$ cat config.mk
export PLATFORM = sky130hd
export DESIGN_NAME = instr_encoder
export DESIGN_NICKNAME = d
export VERILOG_FILES = /design/src/rtl/instr_pkg.sv /design/src/rtl/instr_field_pack.sv /design/src/rtl/instr_encoder.sv
export SDC_FILE = /design/constraint.sdc
export NUM_CORES = 1
export LEC_CHECK = 0
export CAP_MARGIN = 40
export CORE_MARGIN = 4
export CORE_UTILIZATION = 42
export CTS_CLUSTER_SIZE = 24
export DETAILED_ROUTE_END_ITERATION = 8
export PLACE_DENSITY = 0.82
export RECOVER_POWER = 100
export SLEW_MARGIN = 20
export SYNTH_ARGS = -nofsm -noshare
export SYNTH_HDL_FRONTEND = slang
export SYNTH_SLANG_ARGS = --single-unit
$ cat constraint.sdc
create_clock -name clk -period 1.7 [get_ports clk]
set_input_delay 0.255 -clock clk [delete_from_list [all_inputs] [get_ports clk]]
set_output_delay 0.255 -clock clk [all_outputs]
set_load 0.02 [all_outputs]
$ cat src/rtl/instr_pkg.sv
// Shared instruction-word definitions used by both the encoder and the decoder.
package instr_pkg;

    localparam int OPCODE_W = 4;
    localparam int INSTR_W  = 10;

    localparam int OPC_LSB  = 6;
    localparam int RA_LSB   = 2;
    localparam int RA_W     = 4;
    localparam int RB_RR_W  = 2;
    localparam int IMM6_W   = 6;
    localparam int IMM5_LSB = 1;
    localparam int IMM5_W   = 5;
    localparam int FLAG_POS = 0;

    typedef enum logic [1:0] {
        FMT_RR    = 2'd0,
        FMT_IMM6  = 2'd1,
        FMT_IMM5B = 2'd2,
        FMT_RSVD  = 2'd3
    } fmt_e;

    typedef enum logic [1:0] {
        ST_IDLE = 2'd0,
        ST_LOAD = 2'd1,
        ST_FULL = 2'd2
    } enc_state_e;

endpackage

$ cat src/rtl/instr_field_pack.sv
// Combinational fields-to-word packer with legality flag.
// ENC_FIELD_CHECK_EN enables rejection of reserved formats and oversized operands.
module instr_field_pack
    import instr_pkg::*;
(
    input  logic [1:0]          i_fmt,
    input  logic [OPCODE_W-1:0] i_opcode,
    input  logic [RA_W-1:0]     i_ra,
    input  logic [5:0]          i_rb,
    input  logic                i_bit,
    output logic [INSTR_W-1:0]  o_word,
    output logic                o_legal
);

    // Build the word; the reserved format falls through to the IMM6 layout.
    always_comb begin
        o_word = {INSTR_W{1'b0}};
        o_word[OPC_LSB +: OPCODE_W] = i_opcode;
        case (fmt_e'(i_fmt))
            FMT_RR: begin
                o_word[RA_LSB +: RA_W]  = i_ra;
                o_word[0 +: RB_RR_W]    = i_rb[RB_RR_W-1:0];
            end
            FMT_IMM5B: begin
                o_word[IMM5_LSB +: IMM5_W] = i_rb[IMM5_W-1:0];
                o_word[FLAG_POS]           = i_bit;
            end
            default: begin
                o_word[0 +: IMM6_W] = i_rb[IMM6_W-1:0];
            end
        endcase
    end

    // Legality: only meaningful when field checking is compiled in.
    always_comb begin
        o_legal = 1'b1;
`ifdef ENC_FIELD_CHECK_EN
        case (fmt_e'(i_fmt))
            FMT_RR:    o_legal = (i_rb[5:2] == 4'd0);
            FMT_IMM5B: o_legal = (i_rb[5] == 1'b0);
            FMT_IMM6:  o_legal = 1'b1;
            default:   o_legal = 1'b0;
        endcase
`endif
    end

endmodule

$ cat src/rtl/instr_encoder.sv
// Streams encoded instruction words into instruction memory at consecutive addresses.
// Optional field checking: define ENC_FIELD_CHECK_EN.
module instr_encoder
    import instr_pkg::*;
#(
    parameter int ADDR_W = 6,
    parameter int DEPTH  = 64
) (
    input  logic                clk,
    input  logic                rst_n,
    input  logic                start,
    input  logic                finish,
    input  logic                clear,
    input  logic                in_valid,
    output logic                in_ready,
    input  logic [1:0]          in_fmt,
    input  logic [OPCODE_W-1:0] in_opcode,
    input  logic [3:0]          in_ra,
    input  logic [5:0]          in_rb,
    input  logic                in_bit,
    output logic                mem_we,
    output logic [ADDR_W-1:0]   mem_addr,
    output logic [INSTR_W-1:0]  mem_wdata,
    output logic [ADDR_W:0]     count,
    output logic                busy,
    output logic                full,
    output logic                done,
    output logic                err
);

    localparam logic [ADDR_W:0] LAST_IDX = (ADDR_W+1)'(DEPTH-1);
    localparam logic [ADDR_W:0] ONE      = (ADDR_W+1)'(1);

    enc_state_e            r_state;
    enc_state_e            w_state_nxt;
    logic [ADDR_W:0]       r_count;
    logic [ADDR_W:0]       w_count_nxt;
    logic                  r_mem_we;
    logic [ADDR_W-1:0]     r_mem_addr;
    logic [INSTR_W-1:0]    r_mem_wdata;
    logic                  r_done;
    logic                  r_err;
    logic                  w_accept;
    logic                  w_legal;
    logic                  w_we_nxt;
    logic                  w_done_nxt;
    logic                  w_err_nxt;
    logic [INSTR_W-1:0]    w_word;

    instr_field_pack u_pack (
        .i_fmt    (in_fmt),
        .i_opcode (in_opcode),
        .i_ra     (in_ra),
        .i_rb     (in_rb),
        .i_bit    (in_bit),
        .o_word   (w_word),
        .o_legal  (w_legal)
    );

    assign in_ready = (r_state == ST_LOAD) && !start && !clear;
    assign w_accept = in_valid && in_ready;

    // Next-state and write decision; priority is clear > start > finish > accept.
    always_comb begin
        w_state_nxt = r_state;
        w_count_nxt = r_count;
        w_we_nxt    = 1'b0;
        w_done_nxt  = 1'b0;
        w_err_nxt   = 1'b0;
        if (clear) begin
            w_state_nxt = ST_IDLE;
        end else if (start) begin
            w_state_nxt = ST_LOAD;
            w_count_nxt = {(ADDR_W+1){1'b0}};
        end else begin
            case (r_state)
                ST_LOAD: begin
                    if (w_accept && w_legal) begin
                        w_we_nxt    = 1'b1;
                        w_count_nxt = r_count + ONE;
                    end else begin
                        w_err_nxt = w_accept;
                    end
                    // An early finish wins over the FULL transition of the last word.
                    if (finish) begin
                        w_state_nxt = ST_IDLE;
                        w_done_nxt  = 1'b1;
                    end else if (w_we_nxt && (r_count == LAST_IDX)) begin
                        w_state_nxt = ST_FULL;
                        w_done_nxt  = 1'b1;
                    end else begin
                        w_state_nxt = ST_LOAD;
                    end
                end
                ST_FULL: begin
                    if (finish) begin
                        w_state_nxt = ST_IDLE;
                    end else begin
                        w_state_nxt = ST_FULL;
                    end
                end
                ST_IDLE: w_state_nxt = ST_IDLE;
                default: w_state_nxt = ST_IDLE;
            endcase
        end
    end

    // State, counter and registered memory-side outputs.
    always_ff @(posedge clk or negedge rst_n) begin
        if (!rst_n) begin
            r_state     <= ST_IDLE;
            r_count     <= {(ADDR_W+1){1'b0}};
            r_mem_we    <= 1'b0;
            r_mem_addr  <= {ADDR_W{1'b0}};
            r_mem_wdata <= {INSTR_W{1'b0}};
            r_done      <= 1'b0;
            r_err       <= 1'b0;
        end else begin
            r_state     <= w_state_nxt;
            r_count     <= w_count_nxt;
            r_mem_we    <= w_we_nxt;
            r_mem_addr  <= w_we_nxt ? r_count[ADDR_W-1:0] : {ADDR_W{1'b0}};
            r_mem_wdata <= w_we_nxt ? w_word : {INSTR_W{1'b0}};
            r_done      <= w_done_nxt;
            r_err       <= w_err_nxt;
        end
    end

    assign mem_we    = r_mem_we;
    assign mem_addr  = r_mem_addr;
    assign mem_wdata = r_mem_wdata;
    assign count     = r_count;
    assign busy      = (r_state == ST_LOAD);
    assign full      = (r_state == ST_FULL);
    assign done      = r_done;
    assign err       = r_err;

endmodule

== Yosys cells after proc, flatten, opt, wreduce, memory -nomap -nowiden ==
Index checks and enable logic that the tools add are counted.
Operators by class
  add/sub/neg operators: 1
  multiplexer cells: 24
  equality and inequality tests: 4
  reduce and logical (&&, ||, !) cells: 10
  bitwise logic cells: 1
Operators with widths (count)
  $mux 7: 3
  $mux 1: 12
  $pmux 6 s2: 1
  $mux 10: 1
  $mux 2: 5
  $add 7x1->7 const B: 1
  $eq 7x6->1 const B: 1
  $mux 6: 1
  $eq 2x2->1 const B: 2
  $logic_and 1x1->1: 4
  $pmux 2 s2: 1
  $reduce_bool 2->1: 2
  $reduce_and 3->1: 1
  $eq 2x1->1 const B: 1
  $logic_not 1->1: 2
  $logic_not 2->1: 1
  $not 1->1: 1
Storage, ports and cells
  input port bits: 23
  output and inout port bits: 29
  flip-flop bits (word level): 27
  logic and storage cells: 46

== Depth between registers and ports, before layout ==
Gate-level depths: netlist (run 1).
  depth in word-level cells: 14
  gate-level depth with buffers: 6
  depth with buffers taken out: 5

== Modules after synthesis ==
A second synthesis (run 1) with hierarchy kept.
Unflattened totals
  cell total of the unflattened synthesis: 123
  area, all modules: 1370.1 µm²
By module, submodules not included
  instr_encoder: times used 1, area each 1187.4 µm², sequential area each 700.7 µm², cells each 100
  instr_field_pack: times used 1, area each 182.7 µm², sequential area each 0.0 µm², cells each 23

== Least setup slack after synthesis (run 1) ==
No wires, ideal clock.
  path type: register to register
  from: register r_state[1]
  to: register r_done (netlist: done)
  clock period less this slack: 1.604 ns
  stages on the path, launching flop included: 5
  arrival: 1.537 ns
  required time: 1.634 ns
  path slack: 0.096 ns
  path through: dfrtp_1 inv_1 ha_1 nor3b_1 o21a_1
Between the ends
  cells in the longest elaborated chain, start to end: 14
RTL lines
  start, declared: RTL line instr_encoder.sv:34  | enc_state_e r_state;
  start signal, assigned: RTL line instr_encoder.sv:119  | r_state <= w_state_nxt;
  $eq 2x1->1
  named net busy: RTL line instr_encoder.sv:25  | output logic busy,
  $logic_and 1x1->1 (2 in series): RTL line instr_encoder.sv:60  | assign in_ready = (r_state == ST_LOAD) && !start && !clear;
  named net in_ready: RTL line instr_encoder.sv:15  | output logic in_ready,
  $logic_and 1x1->1: RTL line instr_encoder.sv:61  | assign w_accept = in_valid && in_ready;
  $mux 1: RTL line instr_encoder.sv:78  | if (w_accept && w_legal) begin
  $mux 1: RTL line instr_encoder.sv:76  | case (r_state)
  $mux 1: RTL line instr_encoder.sv:72  | end else if (start) begin
  $mux 1: RTL line instr_encoder.sv:70  | if (clear) begin
  $logic_and 1x1->1: RTL line instr_encoder.sv:88  | end else if (w_we_nxt && (r_count == LAST_IDX)) begin
  $mux 1: RTL line instr_encoder.sv:88
  $mux 1: RTL line instr_encoder.sv:85  | if (finish) begin
  $mux 1: RTL line instr_encoder.sv:76
  $mux 1: RTL line instr_encoder.sv:72
  $mux 1: RTL line instr_encoder.sv:70
  named net w_done_nxt: RTL line instr_encoder.sv:46  | logic w_done_nxt;
  end signal, assigned: RTL line instr_encoder.sv:124  | r_done <= w_done_nxt;
  end, declared: RTL line instr_encoder.sv:41  | logic r_done;
The timed path passes the listed nets, and every way through them passes these cells. The select of a mux whose other input is x is not followed.
A chain may end at the register's enable or synchronous reset.

== Worst setup path in the final report (run 1) ==
  from: register r_count[4] (netlist: count[4])
  to: output count[4]
RTL lines
  start, declared: RTL line instr_encoder.sv:36  | logic [ADDR_W:0] r_count;
  start signal, assigned: RTL line instr_encoder.sv:112  | r_count <= {(ADDR_W+1){1'b0}};
  start signal, assigned: RTL line instr_encoder.sv:120  | r_count <= w_count_nxt;
  end, declared: RTL line instr_encoder.sv:24  | output logic [ADDR_W:0] count,
No word-level cell between the ends.

==> impl_metrics.tcl, run 1 <==
set metrics [dict create \
    crit_required_ps 1440 \
    cts_setup_buffers 0 \
    final_util 0.646 \
    start_util 0.441 \
    vdd_ir_drop_max_uv 462 \
    initialDrtViolationCount 18 \
    ctsRootBufferMaster "clkbuf_4" \
    stdcell_area_um2 1800 \
    synth_fp_nets 137 \
    placementRows 19 \
    leakage_nw 0.855 \
    insertion_delay_ps 320 \
    critPathKind "reg2out" \
    finalClockSkew_ps 8.75 \
    total_power_mw 1.19 \
    cp-end-kind "output pin" \
    setup_violations 0 \
    synthTopCellsByCount "dfrtp_1, and2_1, nand2_1" \
    diodes 0 \
    area_growth_pct 46.3 \
    yosysWarnings 0 \
    ys_ff_latch 27 \
    gp_congestion 0.792 \
    yosys.area.top_type_share 0.550 \
    min_period_ps 1630 \
    drive_above_1_share 0.108 \
    drcViolationCount 0 \
    relSlewSlack 0.552 \
    grt_pass1_vias 1009 \
    fin_crit_sh 0.957 \
    max_stage_delay_ps 630 \
    io_buffers 50 \
    wl_per_cell_um 14.2 \
    path_max_fanout 5 \
    synthCells 111 \
    timing.final.hold_violations 0 \
    synth_cell_types 31 \
    die_area_um2 3850 \
    grtUsageTotal 0.158 \
    syn-cell-area_um2 1230 \
    crit_arrival_ps 1370 \
    yosysTopAreaCell "dfrtp_1" \
    yosysMostFrequentCell "dfrtp_1" \
    holdBufCountCts 0 \
    antenna_found_initial 0 \
    coreArea_um2 2780 \
    drtAntennaViolNets 0 \
    synth_edf_count 0 \
    crit_buf_inv 1 \
    routed_wl_mm 2.81 \
    critical_path.slowest_cell "clkdlybuf4s50_1" \
    final_max_slew_viol_count 0 \
    fin_tns_setup_ps 0 \
    nNetsFinal 194 \
    synth_ff_type "dfrtp_1" \
    path_delay_family "buffers and inverters" \
    dpl-instance-area_um2 1800 \
    maxCapViolCount 0 \
    synth_area_leaders "dfrtp_1, and2_1, mux2i_1" \
    critPathLaunchType "flip-flop" \
    grt_max_degree 28 \
    cts_tree "built" \
    clockBufferDepth 2 \
    drt_pass1_iterations 4 \
    viasPerCell 5.07 \
    post-dp-hpwl_mm 2.18 \
    p_per_area_nw_per_um2 664 \
    async_flop_share 1.00 \
    tightest_slew_ps 672 \
    cts_sinks 27 \
    die_w_um 62.1 \
    cts_buffers 3 \
    max_freq_ghz 0.615 \
    status "finished clean" \
    syn_avg_cell_area_um2 11.1 \
    io_pins 52 \
    rsz0062_at_grt "false" \
    clk_pin_slew_ps 140 \
    die_height_um 62.1 \
    overflow 0 \
    grt_pass1_wl_mm 4.43 \
    cp_cell_sequence "clkdlybuf4s50_1" \
    num_vias 1004 \
    seq_area_frac_synth 0.550 \
    hp-class "in2async" \
    num-fill-cells 240 \
    h-tree-depth 1 \
]
area by class of cell:
type | count | area (µm²) | area share
Tap cell | 31 | 38.8 | 0.0216
Inverter | 2 | 7.51 | 0.00418
Clock buffer | 3 | 22.5 | 0.0125
Timing Repair Buffer | 59 | 526 | 0.293
Clock inverter | 1 | 5.00 | 0.00279
Multi-Input combinational cell | 75 | 520 | 0.290
Sequential cell | 27 | 676 | 0.376
layer usage:
layer | vias to the layer above | share of wire | GRT usage
met4 | 0 | 0.0082 | 0.0606
met5 | - | 0 | 0
met3 | 6 | 0.12 | 0.0475
met1 | 458 | 0.38 | 0.174
li1 | 488 | - | -
met2 | 52 | 0.50 | 0.284
path summary, 6_finish.rpt:
path | cells after the start | from | endpoint | slack (ps)
max | 1 | count[4] | count[4] | 70
min | 2 | rst_n | mem_wdata[0] | 470
max reg2reg | 6 | r_state[1] | count[4] | 120
min reg2reg | 1 | count[4] | mem_addr[4] | 590
max in group asynchronous | 2 | rst_n | mem_we | 790
min in group clk | 2 | in_opcode[3] | mem_wdata[9] | 480
where the power goes:
group	internal, mW	total (mW)	switching (mW)	leakage (nW)
clock network	0.0882	0.270	0.182	0.0177
logic	0.113	0.227	0.115	0.468
registers	0.665	0.695	0.0305	0.369
kinds of logic (layout without fill, tap and decap cells):
| group | Yosys count | count (layout) | synth area share |
|---|---|---|---|
| flip-flops | 27 | 27 | 0.550 |
| other | 1 | 1 | 0.00306 |
| AO/OA/AOI/OAI | 15 | 15 | 0.0764 |
| adder cells (fa/ha/maj) | 3 | 3 | 0.0306 |
| AND/OR/NAND/NOR | 47 | 47 | 0.230 |
| multiplexers | 9 | 9 | 0.0744 |
| buffers and inverters | 9 | 65 | 0.0346 |
stage by stage:
step                      cells  setup slack, ps  hold WS [ps]
after floorplan             111             96.2         -40.6
after global placement      194             -153           548
after detailed placement    194             -214           550
after CTS                   198             5.25           286
after global routing        198             1.75           455
final                       198             73.2           471
flip-flops by register name, indices dropped and copies added, names as in the netlist:
name and flops:
r_state 2, done 1, mem_addr 6, mem_we 1
mem_wdata 10, count 7
placed cells by master (no fill, tap or decap), types with 3 or more instances in the layout:
cell and instances:
o21ai_0 7, nand2b_1 3, dfrtp_1 27, nor2b_1 3
mux2i_1 8, clkbuf_1 5, ha_1 3, dlygate4sd2_1 3
and2_1 7, nand3_1 3, buf_4 5, clkdlybuf4s50_1 23
nor2_1 3, dlygate4sd3_1 18, and2_0 7, nand2_1 11
clkbuf_4 4
repair_timing:
action,4_1_cts,5_1_grt
resized for setup,9,7
endpoints found under the setup margin,5,7
pin swaps,0,0
Power figures use the tool's default switching activity.
==> inputs of run 2 (changes only) <==
Settings changed: HOLD_SLACK_MARGIN from default to 0.1, REMOVE_ABC_BUFFERS from default to 1, SKIP_LAST_GASP from default to 1.
==> impl_metrics.tcl, run 2 (synthesis gave the netlist of run 1 again) <==
set metrics [dict create \
    final_cell_mix "clkdlybuf4s50_1, dfrtp_1, and2_1" \
    die_height_um 62.1 \
    cts_tree "built" \
    switching_power_uw 329 \
    antenna_found_initial 0 \
    switching_share 0.275 \
    p_int_uw 865 \
    vdd_ir_drop_max_uv 426 \
    dpl-instance-area_um2 1780 \
    grt_pass1_vias 940 \
    post-dp-hpwl_mm 2.18 \
    drtAntennaViolNets 0 \
    reg2reg_depth 5 \
    die_w_um 62.1 \
    setup_violations 0 \
    drcViolationCount 0 \
    p_seq_frac 0.585 \
    viasPerCell 5.03 \
    power_frac_clock 0.226 \
    fin_crit_sh 0.954 \
    final_util 0.638 \
    leakage_nw 0.797 \
    insertion_delay_ps 310 \
    coreArea_um2 2780 \
    finalClockSkew_ps 0.778 \
    total_power_mw 1.19 \
    die_area_um2 3850 \
    cp-end-kind "output pin" \
    holdBufCountCts 0 \
    h-tree-depth 1 \
    layout_commonest_cell "clkdlybuf4s50_1" \
    largest_reg_flops 10 \
    drt_pass1_iterations 4 \
    worst_slack_ps 78.7 \
    nNetsFinal 192 \
    critPathKind "reg2out" \
    final_max_slew_viol_count 0 \
    gp_congestion 0.729 \
    crit_required_ps 1440 \
    cts_sinks 27 \
    stdcell_area_um2 1770 \
    relSlewSlack 0.567 \
    routed_wl_mm 2.76 \
    drive_above_1_share 0.103 \
    io_buffers 50 \
    path_max_fanout 2 \
    max_freq_ghz 0.617 \
    cts_buffers 3 \
    start_util 0.441 \
    grt_max_degree 28 \
    clockBufferDepth 2 \
    rsz0062_at_grt "true" \
    critPathLaunchType "flip-flop" \
    min_period_ps 1620 \
    p_comb_frac 0.190 \
    status "finished clean" \
    num_vias 986 \
    p_per_area_nw_per_um2 673 \
    wl_per_cell_um 14.1 \
    grt_pass1_wl_mm 4.35 \
    hp-class "in2async" \
    diodes 0 \
    timing.final.hold_violations 0 \
    crit_arrival_ps 1370 \
    fin_hold_ws_ps 472 \
    placementRows 19 \
    dpl_worst_slack_ps -191 \
    tightest_slew_ps 650 \
    grtUsageTotal 0.157 \
    initialDrtViolationCount 19 \
    io_pins 52 \
    ctsRootBufferMaster "clkbuf_4" \
    area_growth_pct 44.5 \
    clk_pin_slew_ps 140 \
    maxCapViolCount 0 \
    r2r_slack_ps 140 \
    overflow 0 \
]
-- run 2: cell count changes in the layout (fill, tap and decap cells not counted), moves of 6 or more --
cell,change
and2_1,+6
clkdlybuf4s50_1,+16
and2_0,-6
dlygate4sd3_1,-17
-- run 2: cell type report --
cell class              instances  area [µm²]
fillers                       218        1010
flip-flops and latches         27         676
multi-input cells              75         518
repair buffers                 57         507
well taps                      31        38.8
clock buffers                   3        22.5
inverters                       2        7.51
clock inverters                 1        5.00
-- run 2: through the flow --
stage          std cells  TNS [ps]
5_1_grt              196     -13.2
4_1_cts              196      -142
3_5_place_dp         192      -229
6_report             196         0
2_1_floorplan        104         0
3_3_place_gp         192      -129
-- run 2: what timing repair did --
item / CTS / global route
gates resized for setup: 6 / 10
setup endpoints to repair: 6 / 10
setup buffers: 0 / 0
-- run 2: layer usage --
layer	vias to the layer above	GRT usage	part of all wire
li1	490	-	-
met1	473	0.178	0.38
met2	19	0.293	0.58
met3	4	0.00620	0.022
met4	0	0.0848	0.020
met5	-	0	0
-- run 2: worst max-delay path, cell delays in order, from the launching register on --
cell and delay, ps:
dfrtp_1 420, inv_1 60, ha_1 150, nor3b_2 210, clkbuf_2 200
-- run 2: worst paths after layout --
check / startpoint / to
worst min-delay path: rst_n / r_state[1]
worst min register to register: count[4] / mem_addr[4]
max in group asynchronous: rst_n / count[5]
worst max-delay path: r_state[1] / in_ready
worst max register to register: r_state[0] / count[0]
min in group clk: in_opcode[2] / mem_wdata[8]
-- run 2: power by group through the flow --
stage / clock, mW / sequential, mW / combinational, mW
floorplan: 0 / 0.729 / 0.0634
global placement: 0 / 0.707 / 0.231
detailed placement: 0 / 0.710 / 0.241
CTS: 0.279 / 0.698 / 0.229
global route: 0.304 / 0.703 / 0.246
finish: 0.269 / 0.698 / 0.227
